### config.mk
export PLATFORM = sky130hd
export DESIGN_NAME = intr_ctrl_core
export DESIGN_NICKNAME = d
export VERILOG_FILES = /design/src/rtl/intr_ctrl_core.sv
export SDC_FILE = /design/constraint.sdc
export NUM_CORES = 1
export LEC_CHECK = 0
export ABC_AREA = 1
export CAP_MARGIN = 25
export CORE_ASPECT_RATIO = 1.4
export CORE_MARGIN = 8
export CORE_UTILIZATION = 50
export DETAILED_ROUTE_END_ITERATION = 16
export GPL_ROUTABILITY_DRIVEN = 1
export HOLD_SLACK_MARGIN = 0.03
export MAX_ROUTING_LAYER = met4
export PLACE_DENSITY_LB_ADDON = 0.1
export SLEW_MARGIN = 40
export SYNTH_ARGS = -nofsm -noshare
export SYNTH_HDL_FRONTEND = slang
export SYNTH_SLANG_ARGS = --single-unit
export TNS_END_PERCENT = 50
### constraint.sdc
create_clock -name clk -period 3.3 [get_ports clk]
set_input_delay 0.495 -clock clk [delete_from_list [all_inputs] [get_ports clk]]
set_output_delay 0.495 -clock clk [all_outputs]
set_load 0.01 [all_outputs]
### src/rtl/intr_ctrl_core.sv
// intr_ctrl_core: priority interrupt controller core with IRR/ISR, rotating or nested priority, EOI handling.
// Ports: clk, reset (sync, active-high); irq_in request lines; level_or_edge_flag 1=level 0=edge;
//   mask excludes channels from resolution; rotate_en selects automatic rotation; inta ack pulse;
//   eoi / eoi_specific / eoi_id end-of-interrupt; int_out / int_id registered CPU request;
//   irr / isr request and in-service registers.
// Optional: define INTR_AEOI_EN to add aeoi_mode (automatic EOI on acknowledge).
module intr_ctrl_core #(
   parameter int NUM_IRQ = 8,
   parameter int IDW     = 3
) (
   input  logic               clk,
   input  logic               reset,
   input  logic [NUM_IRQ-1:0] irq_in,
   input  logic               level_or_edge_flag,
   input  logic [NUM_IRQ-1:0] mask,
   input  logic               rotate_en,
   input  logic               inta,
   input  logic               eoi,
   input  logic               eoi_specific,
   input  logic [IDW-1:0]     eoi_id,
`ifdef INTR_AEOI_EN
   input  logic               aeoi_mode,
`endif
   output logic               int_out,
   output logic [IDW-1:0]     int_id,
   output logic [NUM_IRQ-1:0] irr,
   output logic [NUM_IRQ-1:0] isr
);
   typedef enum logic [1:0] {IDLE, REQ, ACKD} state_t;
   state_t st_q, st_d;
   logic [NUM_IRQ-1:0] irr_q, irr_d, isr_q, isr_d, prev_q, pend, ack_clr, eoi_clr, ack_set;
   logic [IDW-1:0]     lp_q, lp_d, lp_eff, cand, hi, eoi_tgt, int_id_q, int_id_d;
   logic               int_out_q, int_out_d, cand_v, hi_v, stop, ack, eoi_v, aeoi;
`ifdef INTR_AEOI_EN
   assign aeoi = aeoi_mode;
`else
   assign aeoi = 1'b0;
`endif
   assign pend   = irr_q & ~mask;
   assign lp_eff = rotate_en ? lp_q : IDW'(NUM_IRQ-1);
   assign ack    = (st_q == REQ) && inta;
   // Walk channels from highest to lowest priority: the first set isr bit blocks
   // everything below it, so a candidate must be found before reaching one.
   always_comb begin
      int idx;
      idx    = 0;
      cand_v = 1'b0;
      cand   = '0;
      hi_v   = 1'b0;
      hi     = '0;
      stop   = 1'b0;
      for (int k = 0; k < NUM_IRQ; k++) begin
         idx = int'(lp_eff) + 1 + k;
         if (idx >= NUM_IRQ) idx -= NUM_IRQ;
         if (!hi_v && isr_q[idx]) begin
            hi_v = 1'b1;
            hi   = IDW'(idx);
         end
         if (!stop) begin
            if (isr_q[idx]) stop = 1'b1;
            else if (pend[idx]) begin
               cand_v = 1'b1;
               cand   = IDW'(idx);
               stop   = 1'b1;
            end
         end
      end
   end
   // EOI acts on the pre-acknowledge isr; the acknowledge bit is OR-ed in afterwards.
   assign eoi_tgt = eoi_specific ? eoi_id : hi;
   assign eoi_v   = eoi && (eoi_specific ? (int'(eoi_id) < NUM_IRQ) && isr_q[eoi_id] : hi_v);
   assign eoi_clr = eoi_v ? NUM_IRQ'(1) << eoi_tgt : '0;
   assign ack_set = (ack && !aeoi) ? NUM_IRQ'(1) << int_id_q : '0;
   assign ack_clr = (ack && !level_or_edge_flag) ? NUM_IRQ'(1) << int_id_q : '0;
   assign isr_d   = (isr_q & ~eoi_clr) | ack_set;
   // A new edge in the acknowledge cycle re-arms the request.
   assign irr_d   = level_or_edge_flag ? irq_in : (irr_q & ~ack_clr) | (irq_in & ~prev_q);
   assign lp_d    = (ack && aeoi && rotate_en) ? int_id_q : (eoi_v && rotate_en) ? eoi_tgt : lp_q;
   always_comb begin
      st_d      = st_q;
      int_out_d = int_out_q;
      int_id_d  = int_id_q;
      case (st_q)
         IDLE: if (cand_v) begin
            st_d      = REQ;
            int_out_d = 1'b1;
            int_id_d  = cand;
         end
         REQ: if (inta) begin
            st_d      = ACKD;
            int_out_d = 1'b0;
         end else if (!cand_v) begin
            st_d      = IDLE;
            int_out_d = 1'b0;
         end else int_id_d = cand;
         ACKD: begin
            st_d      = IDLE;
            int_out_d = 1'b0;
         end
         default: begin
            st_d      = IDLE;
            int_out_d = 1'b0;
         end
      endcase
   end
   // Reset loads the edge history with the live lines so a request held high
   // through reset is not mistaken for a fresh rising edge afterwards.
   always_ff @(posedge clk) begin
      if (reset) begin
         st_q      <= IDLE;
         irr_q     <= '0;
         isr_q     <= '0;
         prev_q    <= irq_in;
         lp_q      <= IDW'(NUM_IRQ-1);
         int_out_q <= 1'b0;
         int_id_q  <= '0;
      end else begin
         st_q      <= st_d;
         irr_q     <= irr_d;
         isr_q     <= isr_d;
         prev_q    <= irq_in;
         lp_q      <= lp_d;
         int_out_q <= int_out_d;
         int_id_q  <= int_id_d;
      end
   end
   assign int_out = int_out_q;
   assign int_id  = int_id_q;
   assign irr     = irr_q;
   assign isr     = isr_q;
endmodule

---- Word-level counts from Yosys, hierarchy flattened ----
Index checks and enable logic that the tools add are counted.
storage, ports and cells
  register bits ........................... 33
  logic and storage cells ................. 236
  input port bits ......................... 26
  output and inout bits ................... 20
cells by class
  $add $sub $neg .......................... 16
  bitwise gates (word level) .............. 10
  eq/ne operators ......................... 4
  reduce and logical (&&, ||, !) cells .... 23
  shifts and indexed selects .............. 2
  multiplexer cells ....................... 157
  order comparisons ....................... 17
operators with widths
  kind                     number
  $lt A32 B5 Y1 const B    8
  $mux W32                 8
  $ge A32 B5 Y1 const B    7
  $sub A32 B5 Y32 const B  7
  $mux W3                  35
  $add A32 B4 Y32 const B  3
  $mux W1                  87
  $add A32 B3 Y32 const B  2
  $bmux W1 S3              17
  $add A32 B2 Y32 const B  1
  $and A8 B8 Y8            4
  $mux W8                  4
  $not A8 Y8               4
  $or A8 B8 Y8             2
  $shl A1 B3 Y8 const A    2
  $logic_and A1 B1 Y1      11
  $logic_not A1 Y1         8
  $mux W2                  3
  $pmux W3 S2              1
  $sub A5 B4 Y6 const B    1
  $add A4 B3 Y5 const B    1
  $ge A5 B4 Y1 const B     1
  $add A3 B1 Y4 const B    1
  $lt A3 B4 Y1 const B     1
  other kinds (8)          10

---- Depth between registers and ports, before layout ----
Gate-level depths: netlist (run 1).
  word-level depth ........................ 35
  depth in mapped cells ................... 25
  gate-level depth less buffers ........... 23

---- Worst setup path after synthesis (run 1) ----
No wires, ideal clock.
  kind .................................... input-to-reg
  from .................................... input port rotate_en
  to ...................................... register int_id_q[1] (netlist: int_id[1])
  library setup time ...................... 113 ps
  setup slack ............................. 34 ps
  buffers on the path ..................... 4
  data arrival time ....................... 3153 ps
  data required time ...................... 3187 ps
  cell stages on the path ................. 20
  cells stage by stage .................... buf_6 nand2_4 clkbuf_1 ha_1 buf_2 inv_1 buf_2 nand3_1 nand2_1 nand2_1 nand2_1 nand3_4 nor3_4 nand4_4 nor2_4 nand3_2 nand4_2 nand2_2 nor2_1 nor2_1
on the way
  cells in the longest elaborated chain, start to end .. 33
  elaborated cells between the ends (all ways) .. 149
  those cells by class .................... 16 x add/sub; 8 x order compare; 125 x mux
ends and longest elaborated chain
  element                                                   line    RTL
  start, declared                                           16      input logic rotate_en,
  $mux W3 *                                                 40      assign lp_eff = rotate_en ? lp_q : IDW'(NUM_IRQ-1);
  $add A3 B1 Y4 *                                           53      idx = int'(lp_eff) + 1 + k;
  branches (longest 28 deep; another with $add A32 B2 Y32)  n/a
  $mux W3 *                                                 84, 92
  $mux W3                                                   89      REQ: if (inta) begin
  $pmux W3 S2 *                                             83      case (st_q)
  end signal, assigned                                      124     int_id_q <= int_id_d;
  end, declared                                             32      logic [IDW-1:0] lp_q, lp_d, lp_eff, cand, hi, eoi_tgt, int_id_q, int_id_d;
Every way passes the cells marked *. The select of a mux whose other input is x is not followed.
A chain may end at the register's enable or synchronous reset.

---- Worst setup path after layout (run 1) ----
  from .................................... register lp_q[0]
  to ...................................... register int_id_q[1] (netlist: int_id[1])
on the way
  cells in the longest elaborated chain, start to end .. 33
  elaborated cells between the ends (all ways) .. 149
  those cells by class .................... 16 x add/sub; 8 x order compare; 125 x mux
ends and longest elaborated chain
  element                                                   line    RTL
  start, declared                                           32
  start signal, assigned                                    114     lp_q <= IDW'(NUM_IRQ-1);
  start signal, assigned                                    122     lp_q <= lp_d;
  $mux W3 *                                                 40
  $add A3 B1 Y4 *                                           53
  branches (longest 28 deep; another with $add A32 B2 Y32)  n/a
  $mux W3 *                                                 84, 92
  $mux W3                                                   89
  $pmux W3 S2 *                                             83
Marks and branches as above.

==> impl_metrics.env, run 1 <==
export IMPL_min_delay_path_depth=2
export IMPL_finalCritPeriodShare_pct=89.36
export IMPL_clkTransAtPathRegs_ns=0.07
export IMPL_timing_fmax_ghz=0.3391
export IMPL_gp_congestion=0.9543
export IMPL_vias=3710
export IMPL_drcViolationCount=0
export IMPL_core_area_sq_um=5781
export IMPL_power_density_nw_per_um2=469.5
export IMPL_final_nets=648
export IMPL_die_w_um=80.94
export IMPL_grt_overflow=0
export IMPL_grt_pass1_vias=3598
export IMPL_finalWirelength_um=9803
export IMPL_ios=46
export IMPL_fin_util_pct=67.84
export IMPL_power_leakage_nw=1.982
export IMPL_synth_distinct_cells=35
export IMPL_layout_common_cells="nand2_1 (193), nand3_1 (82), buf_4 (56)"
export IMPL_grt_use_total_pct=23.97
export IMPL_fin_skew_ns=0.002049
export IMPL_vias_per_cell=5.361
export IMPL_worstPathArrival_ns=3.17
export IMPL_htree_levels=2
export IMPL_synth_nets=557
export IMPL_cts_sinks=32
export IMPL_syn_instance_count=530
export IMPL_die_y_um=106.9
export IMPL_cp_max_fo=15
export IMPL_hpwl_um=8107
export IMPL_post_place_ws_ns=-0.2673
export IMPL_post_drt_wl_per_cell_um=14.17
export IMPL_cp_end_kind="flip-flop"
export IMPL_max_cap_violations=0
export IMPL_rsz0062_at_grt="no"
export IMPL_reg2reg_to="int_id[1]"
export IMPL_finalInstanceArea_sq_um=3921
export IMPL_mostFrequentLayoutCell="nand2_1"
export IMPL_rrSetupSlack_ns=0.35
export IMPL_areaGrowthSynthToFinish_pct=32.85
export IMPL_yosysSeqAreaShare_pct=21.70
export IMPL_hp_start="irr[6]"
export IMPL_ys_top_cells_by_area="nand2_1 (25%), dfxtp_1 (22%), nand3_1 (14%)"
export IMPL_final_max_slew_viol_count=0
export IMPL_holdCritPathClass="reg -> reg"
export IMPL_slew_headroom_pct=51.36
export IMPL_antenna_diode_count=0
export IMPL_setup_viol=0
export IMPL_placementRows=33
export IMPL_timing_final_ws_setup_ns=0.3512
export IMPL_hold_viol=0
export IMPL_critPathKind="reg -> reg"
export IMPL_drtAntennaViolNets=0
export IMPL_clk_latency_ns=0.28
export IMPL_p_total_mw=1.841
export IMPL_grt_pass1_wl_um=16280
export IMPL_r2r_start="lp_q[0]"
export IMPL_first_pass_iters=5
export IMPL_dieArea_sq_um=8653
export IMPL_grt_antenna_before_repair=0
export IMPL_worst_slew_pin_slew_ns=0.7273
export IMPL_startpoint_type="flip-flop"
export IMPL_initial_core_util_pct=51.06
export IMPL_drive_gt1_share_pct=15.59
export IMPL_synth_top_area_share_pct=24.54
export IMPL_fin_hold_ws_ns=0.4985
export IMPL_reg2regPathDepth=18
export IMPL_synth_seq_cells=32
export IMPL_synth_area_leader_cell="nand2_1"
export IMPL_peakVddDrop_uv=336.1
export IMPL_grt_max_degree=29
export IMPL_status="finished clean"
export IMPL_io_buffers=45
export IMPL_clockBufferDepth=2
export IMPL_numCtsBuffers=5
export IMPL_tritoncts="built"
export IMPL_dpl_cell_area_sq_um=3806
export IMPL_root_buffer="clkbuf_8"
export IMPL_drt_iter0_markers=217
export IMPL_syn_area_sq_um=2952
export IMPL_holdPathEnd="irr[6]"
export IMPL_fin_crit_ns=2.949
export IMPL_synth_warnings=0
export IMPL_required_ns=3.52
export IMPL_syn_avg_cell_area_sq_um=5.569
## stage by stage
stage	std cells	setup TNS (ns)
5_1_grt	692	0
2_1_floorplan	530	0
6_report	692	0
3_5_place_dp	684	-3.019
4_1_cts	692	0
3_3_place_gp	684	-2.040
## cells in the mapped netlist
| cell | instances |
|---|---|
| o21ai_2 | 4 |
| nand4_2 | 1 |
| nand3b_1 | 2 |
| a31oi_1 | 2 |
| inv_2 | 1 |
| nand2_4 | 3 |
| o211ai_1 | 4 |
| buf_1 | 2 |
| clkbuf_1 | 5 |
| and2_1 | 1 |
| nand3_2 | 2 |
| nor2_1 | 54 |
| buf_2 | 5 |
| buf_4 | 1 |
| nor2_2 | 3 |
| or2_2 | 1 |
| a21oi_1 | 24 |
| nor3_1 | 1 |
| o21bai_1 | 2 |
| nand3_4 | 1 |
| nand3_1 | 82 |
| o21ai_0 | 14 |
| dfxtp_1 | 32 |
| a211oi_1 | 1 |
| nand4_1 | 11 |
| ha_1 | 1 |
| buf_6 | 4 |
| nor2_4 | 1 |
| nor3_4 | 1 |
| nand2_2 | 15 |
| nand2_1 | 193 |
| nand4_4 | 1 |
| o21ai_1 | 6 |
| o22ai_1 | 1 |
| inv_1 | 48 |
## area by class of cell
class                           instances  area [sq um]
Tap cell                               70         87.58
Sequential cell                        32         640.6
Timing Repair Buffer                  101         873.3
Clock inverter                          2         35.03
Fill cell                             546          1859
Multi-Input combinational cell        432          2028
Clock buffer                            6         72.57
Inverter                               49         183.9
## sequential cells by signal, indices dropped and copies added (netlist names)
name	cells
int_id	3
irr	8
isr	8
lp_q	3
prev_q	8
st_q	2
## where the power goes
| part | internal, mW | switching, mW |
|---|---|---|
| combinational | 0.420 | 0.585 |
| clock | 0.224 | 0.146 |
| sequential | 0.428 | 0.0374 |
## logic make-up (layout without fill, tap and decap cells)
| group | after synthesis | in the layout | share of synthesized area, % |
|---|---|---|---|
| AOI/OAI and AO/OA | 58 | 58 | 11.06 |
| and+or+nand+nor | 373 | 373 | 57.06 |
| DFF | 32 | 32 | 21.70 |
| adders and majority gates | 1 | 1 | 0.4238 |
| buffers and inverters | 66 | 158 | 9.750 |
## per-layer routing
layer  share of wire, %  GRT usage [%]  up-vias
li1                   -              -     1901
met1                 41          26.12     1640
met2                 51          41.63      137
met3                4.7          2.513       32
met4                4.0          11.92        0
met5                  0              -        -
## worst max path at each step
stage | slack, ns | to | from | depth (start not counted)
finish | 0.35 | int_id[1] | lp_q[0] | 18
global route | 0.02 | isr[0] | lp_q[0] | 20
CTS | 0.009 | int_id[0] | rotate_en | 18
detailed placement | -0.27 | int_id[0] | rotate_en | 18
global placement | -0.22 | int_id[1] | rotate_en | 17
floorplan | 0.03 | int_id[1] | rotate_en | 20
## what timing repair did
item / 4_1_cts / 5_1_grt
endpoints found under the setup margin: 0 / 15
hold buffers: 0 / 0
gates resized for setup: 0 / 2
setup buffers: 0 / 0
## worst max-delay path, cell delays in order (launching register included)
cell and delay (ns):
dfxtp_1 0.31, inv_2 0.20, nand2_4 0.07, ha_1 0.31, inv_1 0.17, nand3_1 0.15, nand2_1 0.14, nand2_1 0.06
nand2_1 0.19, nand3_4 0.12, nor3_4 0.26, nand4_4 0.15, nor2_4 0.18, nand3_2 0.12, nand4_2 0.11, nand2_2 0.10
nand2_1 0.08, nand2_1 0.05, nor2_1 0.10
(Power assumes the default switching activity.)
==> run 2: changes to the inputs <==
--- a/config.mk
+++ b/config.mk
@@ -6,10 +6,11 @@
 export NUM_CORES = 1
 export LEC_CHECK = 0
 export ABC_AREA = 1
-export CAP_MARGIN = 25
-export CORE_ASPECT_RATIO = 1.4
+export CAP_MARGIN = 20
+export CORE_ASPECT_RATIO = 1.5
 export CORE_MARGIN = 8
 export CORE_UTILIZATION = 50
+export CTS_CLUSTER_SIZE = 28
 export DETAILED_ROUTE_END_ITERATION = 16
 export GPL_ROUTABILITY_DRIVEN = 1
 export HOLD_SLACK_MARGIN = 0.03
==> run 2 against run 1 <==
Power decreased by 5.8%. Clock power decreased by 25%. Non-clock buffer count decreased by 5. Global-route usage decreased by 0.28 points. First-iteration DRC count increased by 9.7%. Critical path type is now in -> reg.
==> impl_metrics.env, run 2 (synthesized netlist as in run 1, its figures left out) <==
export IMPL_status="finished clean"
export IMPL_placementRows=34
export IMPL_peakVddDrop_uv=380.3
export IMPL_max_stage_delay_ns=0.34
export IMPL_dieArea_sq_um=8669
export IMPL_critPathTopFamily="simple AND/OR/NAND/NOR gates"
export IMPL_die_y_um=110.1
export IMPL_slew_headroom_pct=68.91
export IMPL_hold_viol=0
export IMPL_ios=46
export IMPL_critical_path_buf_inv_count=2
export IMPL_fin_setup_tns_ns=0
export IMPL_drcViolationCount=0
export IMPL_hpwl_um=8128
export IMPL_finalWirelength_um=9848
export IMPL_htree_levels=2
export IMPL_finalCritPeriodShare_pct=90.88
export IMPL_drt_iter0_markers=238
export IMPL_timing_final_ws_setup_ns=0.3009
export IMPL_startpoint_type="input pin"
export IMPL_layout_common_cells="nand2_1 (192), nand3_1 (82), nor2_1 (54)"
export IMPL_cp_max_fo=7
export IMPL_cts_sinks=32
export IMPL_numCtsBuffers=5
export IMPL_tritoncts="built"
export IMPL_grt_pass1_vias=3575
export IMPL_mostFrequentLayoutCell="nand2_1"
export IMPL_rsz0062_at_grt="no"
export IMPL_antenna_diode_count=0
export IMPL_vias=3722
export IMPL_final_max_slew_viol_count=0
export IMPL_cp_depth=17
export IMPL_initial_core_util_pct=51.39
export IMPL_vias_per_cell=5.410
export IMPL_core_area_sq_um=5743
export IMPL_post_place_cells=681
export IMPL_cpMaxStageDelayCell="dlygate4sd2_1"
export IMPL_max_cap_violations=0
export IMPL_root_buffer="clkbuf_8"
export IMPL_io_buffers=45
export IMPL_cp_startpoint="rotate_en"
export IMPL_gp_congestion=0.9386
export IMPL_path_cells="dlygate4sd2_1, nand2_4, ha_1, inv_1, nand3_1, nand3_1, nand2_1, nor2_1, nand4_1, nor2_2, nand3_1, nand3_1, nand2_1, nand2_1, nand2_1, o21ai_0, a21oi_1"
export IMPL_grt_max_degree=18
export IMPL_grt_overflow=0
export IMPL_grt_antenna_before_repair=0
export IMPL_worstPathArrival_ns=3.17
export IMPL_rrSetupSlack_ns=0.36
export IMPL_reg2regPathDepth=17
export IMPL_post_drt_wl_per_cell_um=14.31
export IMPL_areaGrowthSynthToFinish_pct=30.44
export IMPL_grt_pass1_wl_um=16260
export IMPL_fin_skew_ns=0.008409
export IMPL_post_cts_buffers=0
export IMPL_critPathKind="in -> reg"
export IMPL_setup_viol=0
export IMPL_drive_gt1_share_pct=14.94
export IMPL_crit_path_end="isr[6]"
export IMPL_required_ns=3.47
export IMPL_die_w_um=78.74
export IMPL_post_place_ws_ns=-0.2783
export IMPL_clk_latency_ns=0.28
export IMPL_timing_fmax_ghz=0.3334
export IMPL_power_density_nw_per_um2=450.7
export IMPL_clockBufferDepth=2
export IMPL_layout_cells_non_filler=688
export IMPL_grt_use_total_pct=23.70
export IMPL_worst_slew_pin_slew_ns=0.4659
export IMPL_power_leakage_nw=1.937
export IMPL_fin_crit_ns=2.999
export IMPL_reg2reg_to="isr[6]"
export IMPL_first_pass_iters=5
export IMPL_drtAntennaViolNets=0
export IMPL_final_nets=643
export IMPL_r2r_start="lp_q[0]"
export IMPL_clkTransAtPathRegs_ns=0.07
export IMPL_holdCritPathClass="reg -> reg"
export IMPL_postCtsHoldBufs=0
export IMPL_cp_end_kind="flip-flop"
run 2: cell count changes in the layout (fill, tap and decap cells not counted):
cell | previous run | this run
bufinv_16 | 1 | 0
nand2_1 | 193 | 192
nor2_2 | 2 | 3
dlygate4sd2_1 | 0 | 1
nand2_2 | 15 | 16
nor2_4 | 2 | 1
dlymetal6s2s_1 | 1 | 0
buf_4 | 56 | 51
run 2: what timing repair did:
item,CTS,global route
resized for setup,1,1
setup endpoints to repair,1,2
pin swaps,0,1
run 2: how the worst min path moves through the flow:
stage | startpoint | endpoint | slack, ns | cells after the start
3_3_place_gp | prev_q[3] | irr[3] | 0.48 | 3
5_1_grt | prev_q[0] | irr[0] | 0.53 | 3
4_1_cts | prev_q[4] | irr[4] | 0.50 | 3
6_report | prev_q[4] | irr[4] | 0.50 | 3
3_5_place_dp | prev_q[4] | irr[4] | 0.49 | 3
2_1_floorplan | prev_q[0] | irr[0] | 0.47 | 3
run 2: report_power, final:
part	leakage [nW]	internal [mW]	switching (mW)
logic	1.63	0.404	0.587
registers	0.264	0.428	0.0383
clock network	0.0410	0.143	0.135
run 2: cell type report:
| type | instances | area [sq um] |
|---|---|---|
| clock inverters | 1 | 5.005 |
| fillers | 552 | 1893 |
| flip-flops and latches | 32 | 640.6 |
| inverters | 49 | 183.9 |
| multi-input cells | 432 | 2026 |
| repair buffers | 96 | 832.0 |
| well taps | 72 | 90.09 |
| clock buffers | 6 | 72.57 |
run 2: worst min-delay path, cell delays in order (launching register included):
cell	delay (ns)
dfxtp_1	0.31
nand2_1	0.05
nand2_1	0.05
a21oi_1	0.05
run 2: layer usage:
layer	GRT usage, %	vias up	share of wire, %
li1	-	1898	-
met1	25.80	1666	42
met2	42.78	130	52
met3	1.623	28	2.9
met4	11.30	0	3.3
met5	-	-	0
run 2: per-stage QoR:
step	power (mW)	hold WS (ns)	util [%]	cell area, sq um
after floorplan	1.062	0.4744	-	2952
after global placement	1.436	0.4822	65.66	3771
after detailed placement	1.450	0.4931	65.66	3771
after CTS	1.731	0.5035	66.99	3847
after global routing	1.866	0.5310	67.04	3850
final	1.735	0.4975	67.04	3850
==> run 3: changes to the inputs <==
--- a/config.mk
+++ b/config.mk
@@ -7,9 +7,11 @@
 export LEC_CHECK = 0
 export ABC_AREA = 1
 export CAP_MARGIN = 20
+export CELL_PAD_IN_SITES_DETAIL_PLACEMENT = 2
+export CELL_PAD_IN_SITES_GLOBAL_PLACEMENT = 2
 export CORE_ASPECT_RATIO = 1.5
 export CORE_MARGIN = 8
-export CORE_UTILIZATION = 50
+export CORE_UTILIZATION = 30
 export CTS_CLUSTER_SIZE = 28
 export DETAILED_ROUTE_END_ITERATION = 16
 export GPL_ROUTABILITY_DRIVEN = 1
==> constraint.sdc (replaced) <==
create_clock -name clk -period 3.8 [get_ports clk]
set_input_delay 0.57 -clock clk [delete_from_list [all_inputs] [get_ports clk]]
set_output_delay 0.57 -clock clk [all_outputs]
set_load 0.01 [all_outputs]
==> run 3 against run 2 <==
Core utilization fell by 28 points. Worst hold slack gained 0.0030 ns. Non-clock buffer count decreased by 33. Count of clock-buffer cells in the layout is 2 higher. Critical path type unchanged. Highest routed layer unchanged.
==> impl_metrics.env, run 3 (synthesized netlist as in run 1, its figures left out) <==
export IMPL_status="finished clean"
export IMPL_clk_latency_ns=0.28
export IMPL_critPathKind="in -> reg"
export IMPL_first_pass_iters=4
export IMPL_fin_skew_ns=0.003444
export IMPL_antenna_diode_count=0
export IMPL_timing_fmax_ghz=0.3062
export IMPL_drtAntennaViolNets=0
export IMPL_ios=46
export IMPL_clockBufferDepth=2
export IMPL_postCtsHoldBufs=0
export IMPL_wl_met1_um=5099
export IMPL_setup_viol=0
export IMPL_cp_max_fo=9
export IMPL_drive_gt1_share_pct=9.932
export IMPL_rsz0062_at_grt="no"
export IMPL_multi_input_area_sq_um=2023
export IMPL_final_nets=610
export IMPL_core_area_sq_um=9634
export IMPL_slew_headroom_pct=55.45
export IMPL_power_density_nw_per_um2=435.4
export IMPL_hpwl_um=10820
export IMPL_areaGrowthSynthToFinish_pct=26.24
export IMPL_post_place_ws_ns=-0.1024
export IMPL_finalCritPeriodShare_pct=85.93
export IMPL_layout_common_cells="nand2_1 (193), nand3_1 (82), nor2_1 (54)"
export IMPL_startpoint_type="input pin"
export IMPL_dieArea_sq_um=13330
export IMPL_vias_per_cell=5.252
export IMPL_post_place_cells=691
export IMPL_finalWirelength_um=12800
export IMPL_numCtsBuffers=5
export IMPL_post_drt_wl_per_cell_um=18.31
export IMPL_top_layer_used="met4"
export IMPL_grt_antenna_before_repair=0
export IMPL_htree_levels=2
export IMPL_hold_viol=0
export IMPL_grt_pass1_vias=4133
export IMPL_finalInstanceArea_sq_um=3726
export IMPL_placementRows=44
export IMPL_post_cts_buffers=0
export IMPL_holdCritPathClass="reg -> reg"
export IMPL_peakVddDrop_uv=342.8
export IMPL_cp_startpoint="rotate_en"
export IMPL_io_buffers=45
export IMPL_cts_sinks=32
export IMPL_mostFrequentLayoutCell="nand2_1"
export IMPL_clkTransAtPathRegs_ns=0.05
export IMPL_regArea_sq_um=640.6
export IMPL_drcViolationCount=0
export IMPL_final_max_slew_viol_count=0
export IMPL_layout_cells_non_filler=699
export IMPL_max_cap_violations=0
export IMPL_drt_iter0_markers=129
export IMPL_fin_hold_ws_ns=0.5005
export IMPL_die_w_um=96.99
export IMPL_dpl_cell_area_sq_um=3577
export IMPL_power_leakage_nw=1.813
export IMPL_met2WireLength_um=6893
export IMPL_worstPathArrival_ns=3.41
export IMPL_grt_overflow=0
export IMPL_p_total_mw=1.622
export IMPL_wl_met3_um=273
export IMPL_worst_slew_pin_slew_ns=0.6612
export IMPL_grt_pass1_wl_um=20980
export IMPL_timing_final_ws_setup_ns=0.5345
export IMPL_grt_max_degree=29
export IMPL_cp_end_kind="flip-flop"
export IMPL_die_y_um=137.5
export IMPL_root_buffer="clkbuf_16"
export IMPL_gp_congestion=0.8675
export IMPL_vias=3671
export IMPL_grt_use_total_pct=19.92
export IMPL_r2r_start="lp_q[0]"
export IMPL_tritoncts="built"
export IMPL_required_ns=3.95
export IMPL_hp_start="irr[6]"
export IMPL_initial_core_util_pct=30.64
export IMPL_fill_cells=1257
export IMPL_fin_crit_ns=3.265
run 3: changes by cell type in the layout (fill, tap and decap cells not counted), sizes merged:
| cell | change |
|---|---|
| buf | -33 |
| clkbuf | +2 |
| clkinv | -1 |
| dlygate4sd2 | -1 |
| dlymetal6s2s | +1 |
run 3: power breakdown:
part / internal (mW) / leakage, nW / total, mW / switching [mW]
clock: 0.261 / 0.0712 / 0.400 / 0.139
sequential: 0.372 / 0.264 / 0.407 / 0.0352
combinational: 0.284 / 1.48 / 0.815 / 0.531
run 3: final timing paths:
check,endpoint,slack (ns),depth (start not counted)
worst max-delay path,isr[5],0.53,18
worst min-delay path,irr[6],0.50,2
worst max register to register,isr[5],0.57,18
worst min register to register,irr[6],0.50,2
run 3: critical path, cell delays in order:
cell and delay [ns]:
dlymetal6s2s_1 0.27, nand2_4 0.08, ha_1 0.25, inv_1 0.11
nand3_2 0.13, nand3_1 0.13, nand2_2 0.16, o21ai_0 0.33
inv_1 0.16, nor2_2 0.25, buf_4 0.17, nand3_1 0.06
nand3_1 0.09, nand2_1 0.11, a21oi_1 0.27, nand2_1 0.13
nand2_1 0.08, a21oi_1 0.06
run 3: repair_timing:
action                                  in CTS  in global routing
endpoints found under the setup margin       0                  9
hold endpoints to repair                     0                  0
gates resized for setup                      0                  1
run 3: cell type report:
class	count	area share, %
Tap cell	115	3.862
Timing Repair Buffer	63	15.78
Sequential cell	32	17.19
Clock buffer	8	3.929
Inverter	49	4.936
Multi-Input combinational cell	432	54.30
run 3: routing by layer:
layer	vias to the layer above	track usage, %
met5	-	-
li1	1831	-
met3	27	2.309
met4	0	9.957
met2	61	37.74
met1	1752	19.77
run 3: stage by stage:
stage / utilization, % / TNS, ns
floorplan: - / 0
global placement: 37.13 / 0
detailed placement: 37.13 / -0.5570
CTS: 38.65 / 0
global route: 38.68 / 0
finish: 38.68 / 0
